**src/rtl/tt_um_jleugeri_ttt_input_injector.sv**
```systemverilog
// rtl/tt_um_jleugeri_ttt_input_injector.sv - host-side frame FIFO and external-input token transmitter
module tt_um_jleugeri_ttt_input_injector #(
  parameter int NUM_PROCESSORS  = 16,
  parameter int NEW_TOKENS_BITS = 4,
  parameter int FIFO_DEPTH      = 8,
  localparam int AW  = $clog2(NUM_PROCESSORS),
  localparam int FPW = $clog2(FIFO_DEPTH + 1)
) (
  input  logic                       clock_fast,
  input  logic                       reset,
  input  logic [2:0]                 stage,
  input  logic                       frame_wait,
  input  logic                       host_valid,
  output logic                       host_ready,
  input  logic [AW-1:0]              host_addr,
  input  logic [NEW_TOKENS_BITS-1:0] host_good,
  input  logic [NEW_TOKENS_BITS-1:0] host_bad,
  input  logic                       host_last,
  output logic                       has_ext_input,
  output logic [AW-1:0]              ext_tgt_addr,
  output logic [NEW_TOKENS_BITS-1:0] new_ext_good_tokens,
  output logic [NEW_TOKENS_BITS-1:0] new_ext_bad_tokens,
  output logic                       hold_i,
  output logic [FPW-1:0]             frames_pending,
  output logic                       overflow,
  output logic                       addr_error
);

  localparam int PW  = $clog2(FIFO_DEPTH);
  localparam int NTB = NEW_TOKENS_BITS;
  localparam int EW  = AW + 2 * NTB + 1;
  localparam logic [2:0]     STAGE_INPUT = 3'd1;
  localparam logic [FPW-1:0] FP_ONE      = FPW'(1);

  typedef enum logic [1:0] {
    S_IDLE       = 2'd0,
    S_WAIT_FRAME = 2'd1,
    S_DRAIN      = 2'd2,
    S_DONE       = 2'd3
  } state_t;

  state_t state, state_nxt;

  // Entry layout, MSB first: addr | good | bad | last
  logic [EW-1:0] mem [FIFO_DEPTH];
  logic [PW:0]   wr_ptr, rd_ptr, wr_nxt, rd_nxt;
  logic          full, empty, full_nxt;
  logic          push, pop;
  logic          addr_bad;
  logic [EW-1:0] push_entry, head;
  logic [AW-1:0] head_addr;
  logic [NTB-1:0] head_good, head_bad;
  logic          head_last;
  logic          in_input;
  logic          set_overflow;

  // FIFO status, push/pop qualification and head field extraction
  always_comb begin
    full      = (wr_ptr[PW] != rd_ptr[PW]) && (wr_ptr[PW-1:0] == rd_ptr[PW-1:0]);
    empty     = (wr_ptr == rd_ptr);
    in_input  = (stage == STAGE_INPUT);
    push      = host_valid && !full;
    pop       = (state == S_DRAIN) && in_input && !empty;
    addr_bad  = ({1'b0, host_addr} >= (AW + 1)'(NUM_PROCESSORS));
    // Bad addresses become harmless zero-token events that still carry the frame boundary
    push_entry = addr_bad ? {{(EW - 1){1'b0}}, host_last}
                          : {host_addr, host_good, host_bad, host_last};
    head      = mem[rd_ptr[PW-1:0]];
    head_addr = head[EW-1 -: AW];
    head_good = head[2*NTB -: NTB];
    head_bad  = head[NTB -: NTB];
    head_last = head[0];
    wr_nxt    = wr_ptr + (PW + 1)'(push);
    rd_nxt    = rd_ptr + (PW + 1)'(pop);
    full_nxt  = (wr_nxt[PW] != rd_nxt[PW]) && (wr_nxt[PW-1:0] == rd_nxt[PW-1:0]);
  end

  // Next-state logic; leaving INPUT aborts any activity but keeps unsent entries queued
  always_comb begin
    state_nxt    = state;
    set_overflow = 1'b0;
    case (state)
      S_IDLE: begin
        if (in_input) begin
          if (frames_pending != '0)  state_nxt = S_DRAIN;
          else if (frame_wait)       state_nxt = S_WAIT_FRAME;
          else                       state_nxt = S_DONE;
        end
      end
      S_WAIT_FRAME: begin
        if (!in_input) begin
          state_nxt = S_IDLE;
        end else if (frames_pending != '0) begin
          state_nxt = S_DRAIN;
        end else if (full) begin
          // A frame larger than the FIFO can never complete: send what is buffered
          state_nxt    = S_DRAIN;
          set_overflow = 1'b1;
        end
      end
      S_DRAIN: begin
        if (!in_input)      state_nxt = S_IDLE;
        else if (empty)     state_nxt = S_DONE;
        else if (head_last) state_nxt = S_DONE;
      end
      S_DONE: begin
        if (!in_input) state_nxt = S_IDLE;
      end
      default: state_nxt = S_IDLE;
    endcase
  end

  // State register
  always_ff @(posedge clock_fast) begin
    if (reset) state <= S_IDLE;
    else       state <= state_nxt;
  end

  // FIFO storage; contents need no reset because the pointers define validity
  always_ff @(posedge clock_fast) begin
    if (push) mem[wr_ptr[PW-1:0]] <= push_entry;
  end

  // FIFO pointers and frame counter
  always_ff @(posedge clock_fast) begin
    if (reset) begin
      wr_ptr         <= '0;
      rd_ptr         <= '0;
      frames_pending <= '0;
    end else begin
      wr_ptr <= wr_nxt;
      rd_ptr <= rd_nxt;
      if ((push && host_last) && !(pop && head_last))
        frames_pending <= frames_pending + FP_ONE;
      else if (!(push && host_last) && (pop && head_last))
        frames_pending <= frames_pending - FP_ONE;
    end
  end

  // Registered outputs; hold_i stays up through the cycle that shows the final event
  always_ff @(posedge clock_fast) begin
    if (reset) begin
      host_ready          <= 1'b1;
      has_ext_input       <= 1'b0;
      ext_tgt_addr        <= '0;
      new_ext_good_tokens <= '0;
      new_ext_bad_tokens  <= '0;
      hold_i              <= 1'b0;
      overflow            <= 1'b0;
      addr_error          <= 1'b0;
    end else begin
      host_ready          <= !full_nxt;
      has_ext_input       <= pop;
      ext_tgt_addr        <= pop ? head_addr : '0;
      new_ext_good_tokens <= pop ? head_good : '0;
      new_ext_bad_tokens  <= pop ? head_bad  : '0;
      hold_i              <= (state_nxt == S_WAIT_FRAME) || (state_nxt == S_DRAIN) || pop;
      if (set_overflow)        overflow   <= 1'b1;
      if (push && addr_bad)    addr_error <= 1'b1;
    end
  end

endmodule
```
**config.mk**
```make
export PLATFORM = sky130hd
export DESIGN_NAME = tt_um_jleugeri_ttt_input_injector
export DESIGN_NICKNAME = d
export VERILOG_FILES = /design/src/rtl/tt_um_jleugeri_ttt_input_injector.sv
export SDC_FILE = /design/constraint.sdc
export NUM_CORES = 1
export LEC_CHECK = 0
export CORE_MARGIN = 2
export CORE_UTILIZATION = 52
export DETAILED_ROUTE_END_ITERATION = 8
export HOLD_SLACK_MARGIN = 0.06
export PLACE_DENSITY = 0.75
export SLEW_MARGIN = 10
export SYNTH_ARGS = -nofsm -noshare
export SYNTH_HDL_FRONTEND = slang
export SYNTH_SLANG_ARGS = --single-unit
```
**constraint.sdc**
```tcl
create_clock -name clock_fast -period 2.76 [get_ports clock_fast]
set_input_delay 0.552 -clock clock_fast [delete_from_list [all_inputs] [get_ports clock_fast]]
set_output_delay 0.552 -clock clock_fast [all_outputs]
set_load 0.05 [all_outputs]
```
Word level (Yosys, flattened, before mapping)
Memory sizes are Yosys's and may differ from the RTL's. A register that Yosys moved wholly into a read port is not among the register bits.
Index checks and enable logic that the tools add are counted.
Operators by class
  add/sub/neg operators: 4
  equality and inequality tests: 11
  mux-type cells: 20
  bitwise gates (word level): 1
  reductions and logical operators: 20
Operator list (number)
  $mux W2: 10
  $logic_and A1 B1 Y1: 9
  $add A4 B1 Y4: 2
  $mux W4: 2
  $pmux W2 S4: 1
  $eq A2 B2 Y1 const B: 3
  $eq A3 B3 Y1: 2
  $mux W1: 6
  $logic_not A1 Y1: 5
  $add A4 B1 Y4 const B: 1
  $eq A2 B1 Y1 const B: 2
  $eq A4 B4 Y1: 1
  $reduce_bool A4 Y1: 1
  $sub A4 B1 Y4 const B: 1
  $eq A3 B1 Y1 const B: 1
  $mux W3: 1
  $logic_not A2 Y1: 1
  $logic_or A1 B1 Y1: 2
  $ne A1 B1 Y1: 2
  $reduce_bool A2 Y1: 1
  $reduce_or A2 Y1: 1
  $not A1 Y1: 1
Word-level totals
  register bits after elaboration: 30
  RAM bits: 104
  bits of input ports: 20
  output and inout port bits: 21
  memories kept: 1
Memories
  mem: words 8, bits a word 13, read ports 1, clocked after Yosys merged registers in 1, write ports 1, RTL line 45  | logic [EW-1:0] mem [FIFO_DEPTH];

Longest topological paths before layout
  word-level depth: 9
  gate-level depth with buffers: 12
  gate-level depth less buffers: 11

Least setup slack after synthesis
Ideal clock, no wire load.
  kind: input to register
  start: in stage[1]
  end: reg frames_pending[3]
  setup time: 121 ps
  arrival time: 2818 ps
  required time: 2639 ps
  slack: -178 ps
  stages: 9
  path buffers: 0
  path through: or3b_2 or3_1 ha_1 inv_1 ha_1 a21o_1 a21oi_1 mux2i_1 mux2_2
Between the ends
  longest elaborated chain between the ends: 7
  elaborated cells between the ends (all ways): 9
Ends and longest elaborated chain
  start, declared: RTL line 11  | input logic [2:0] stage,
  $eq A3 B1 Y1 (*): RTL line 61  | in_input = (stage == STAGE_INPUT);
  $logic_and A1 B1 Y1 (*) (2 in series): RTL line 63  | pop = (state == S_DRAIN) && in_input && !empty;
  $logic_and A1 B1 Y1 (*): RTL line 133, 135
  $logic_not A1 Y1: RTL line 133  | if ((push && host_last) && !(pop && head_last))
  $logic_and A1 B1 Y1: RTL line 133
  $mux W4 / $reduce_bool A2 Y1 (equally long branches)
  end signal, assigned: RTL line 134  | frames_pending <= frames_pending + FP_ONE;
  end signal, assigned: RTL line 136  | frames_pending <= frames_pending - FP_ONE;
  end, declared: RTL line 24  | output logic [FPW-1:0] frames_pending,
Mark *: on every way between the ends. The rest lies on a longest branch, timed or not.
A chain may end at the register's enable or synchronous reset.

Worst setup path in the final report
  start: reg rd_ptr[0]
  end: reg frames_pending[3]
Between the ends
  longest elaborated chain between the ends: 8
  elaborated cells between the ends (all ways): 15
Ends and longest elaborated chain
  start, declared: RTL line 46  | logic [PW:0] wr_ptr, rd_ptr, wr_nxt, rd_nxt;
  start signal, assigned: RTL line 132  | rd_ptr <= rd_nxt;
  $eq A3 B3 Y1: RTL line 59  | full = (wr_ptr[PW] != rd_ptr[PW]) && (wr_ptr[PW-1:0] == rd_ptr[PW-1:0]);
  $logic_and A1 B1 Y1: RTL line 59
  $logic_not A1 Y1: RTL line 62  | push = host_valid && !full;
  $logic_and A1 B1 Y1: RTL line 62
  $logic_and A1 B1 Y1: RTL line 133, 135
  $logic_not A1 Y1: RTL line 135  | else if (!(push && host_last) && (pop && head_last))
  $logic_and A1 B1 Y1: RTL line 135
  $reduce_bool A2 Y1 (no line)
Several ways; a longest one is shown, not always the timed one.

==> summary.txt <==
Outcome: complete, no violations
Total track usage: 0.1909
Endpoints failing setup: 0
CTS tree: built
IO Port Bufs: 39
Slew @ Worst Pin: 0.5084 ns
Mean post-synth cell area: 18.11 um^2
CP required: 3.16 ns
1st-pass router iterations: 5
Fmax: 0.3749 GHz
DRC: 0
Cts bufs inserted: 17
Max-slew violation count: 0
H-tree depth: 4
Routed length per instance: 18.52 um
Async SR Flop Fraction: 0
M3 GR Usage: 0.05201
Clock Skew: 0.02129 ns
Met1 track demand over resource: 0.2483
Via count: 2,740
Final worst path period share: 0.9663
Placer Congestion: 0.7821
Routed WL: 9.466 mm
MaxCap Viol Count: 0
Die area: 0.01081 mm^2
GRT overflow: 0
Pwr Density: 706.4 mW/mm^2
Dominant cell type by area after synthesis: edfxtp_1
Min-Delay Path Class: flop to flop
Register bit total from synthesis: 134
Seq/Total Area, Yosys: 0.7166
Nets: 393
Iter 0 DRT Violations: 148
Max VDD drop: 0.0003846 V
Max FO, Critical Path: 5
WHS: 0.4838 ns
Library cells used by synthesis: 40
Mapped Area: 0.005196 mm^2
Startpoint types: flop
Clock buffer depth: 2
Final antenna diode count: 0
Leak: 2.256 nW
Top Usage Layer GRT: met2
Die width: 104.0 um
IO Pins: 41
Post-synth top area share: 0.6010
Clk Latency, worst-skew pair: 0.52 ns
Crit path time final: 2.667 ns
RSZ-0062 raised after global routing: no
First-pass GRT wire length: 15.34 mm
Primary FF master, synth: edfxtp_1
Root Buffer: clkbuf_8
HPWL Detailed: 5.952 mm
# rows: 36
Gate Count Post-Synth: 287
YS warnings: 0
Layout cells sized above 1: 0.2857
Crit path DAT: 3.07 ns
Hold Buf Count CTS: 0
Setup TNS: 0 ns
Crit path kind: flop to flop
Largest net degree at the start of global routing: 27
Most common cell in the netlist: edfxtp_1
Final hold vios: 0
Starting density of the core: 0.5341
Post-synth EDFFs: 104
Post-DRT Antenna Nets: 0
Initial antenna violation count: 0
Clock-pin slew on the worst setup and hold paths: 0.06 ns
Core ar.: 0.009729 mm^2
Clock sinks: 134
Top post-synthesis cells by area: edfxtp_1 60%, dfxtp_1 12%, mux4_2 10%, mux2i_1 2.9%, nor2_1 2.3%
Synth top cells by count: 104 x edfxtp_1, 32 x nor2_1, 30 x dfxtp_1
Die H: 104.0 um
Area growth syn-to-layout: 26.51%
Crit end category: flop
GR Layer Usage met2: 0.3017
Vias per cell: 5.362
Syn nets: 315
Vias in the first global route: 2,907
Slew Limit Headroom: 0.6600
[flip-flops by register name, summed over array words and instances (netlist names)]
name                 cells
overflow                 1
has_ext_input            1
state                    2
wr_ptr                   4
frames_pending           4
host_ready               1
ext_tgt_addr             4
new_ext_good_tokens      4
mem                    104
new_ext_bad_tokens       4
rd_ptr                   4
hold_i                   1
[path summary, 6_finish.rpt]
kind	from	to	slack, ns	cells past startpoint
setup / recovery	rd_ptr[0]	frames_pending[3]	0.09	10
hold / removal	overflow	overflow	0.48	2
setup reg to reg	rd_ptr[0]	frames_pending[3]	0.09	10
hold reg to reg	overflow	overflow	0.48	2
[power breakdown]
group	internal [W]	total, W	switching [W]	leakage (nW)
clock network	0.00133	0.00214	0.000812	0.276
logic	0.000124	0.000262	0.000138	0.790
registers	0.00222	0.00224	0.0000224	1.19
total	0.00367	0.00464	0.000973	2.26
[kinds of logic (layout without fill, tap and decap cells)]
kind of cell,count (synthesis),after routing,share of synthesized area
other,1,1,0.0007217
flip-flops,134,134,0.7166
buffers and inverters,17,108,0.01854
AND/OR/NAND/NOR,58,58,0.05346
AO/OA/AOI/OAI,12,12,0.01806
adder cells (fa/ha/maj),8,8,0.02071
multiplexers,42,42,0.1452
XOR/XNOR,15,15,0.02673
[final cells by class]
class,instances,area [um^2]
Clock buffer,23,488.0
Clock inverter,9,92.59
Fill cell,660,3156
Inverter,4,15.01
Multi-Input combinational cell,136,1439
Sequential cell,134,3731
Tap cell,133,166.4
Timing Repair Buffer,72,641.9
[metal layers]
metal  wire length, um  up-vias
li1                  -     1266
met1              4083     1383
met2              4749       76
met3               448       15
met4               185        0
met5                 0        -
[metrics by stage]
step | area, um^2 | cells | worst slack, ns | power [W] | utilization
final | 6574 | 511 | 0.09293 | 0.004644 | 0.6757
after global routing | 6574 | 511 | 0.007145 | 0.004803 | 0.6757
after CTS | 6520 | 509 | 0.0006866 | 0.004673 | 0.6701
after detailed placement | 5924 | 477 | -0.4727 | 0.002536 | 0.6089
after global placement | 5924 | 477 | -0.4176 | 0.002524 | 0.6089
after floorplan | 5205 | 287 | 0.004240 | 0.002421 | -
[placed cells by master (no fill, tap or decap), drive strengths merged]
cell / n
edfxtp: 104
clkdlybuf4s50: 39
buf: 33
nor2: 32
dfxtp: 30
mux4: 26
clkbuf: 23
mux2i: 15
xor2: 10
ha: 7
xnor2: 5
nor2b: 5
a21oi: 5
inv: 5
nand3: 4
clkinv: 4
nor3: 4
clkinvlp: 3
nand2: 3
or3: 2
nand2b: 2
o41a: 2
and2: 1
or3b: 1
or2b: 1
nor4: 1
or4: 1
a211oi: 1
o21a: 1
or2: 1
a21o: 1
mux2: 1
o31ai: 1
a31oi: 1
fa: 1
conb: 1
bufinv: 1
[worst max-delay path, stage by stage (launching register included)]
cell	delay, ns
dfxtp_4	0.39
mux4_2	0.52
mux2i_2	0.20
or3_1	0.15
ha_2	0.18
inv_2	0.05
buf_4	0.15
ha_4	0.22
a21oi_2	0.16
mux2i_1	0.21
mux2_2	0.34
[repair_timing]
item | 4_1_cts | 5_1_grt
cloned | 0 | 0
setup endpoints to repair | 1 | 1
pin swaps | 0 | 4
buffers inserted | 0 | 2
resized for setup | 4 | 6
hold endpoints to repair | 0 | 0
Power figures use the tool's default switching activity.
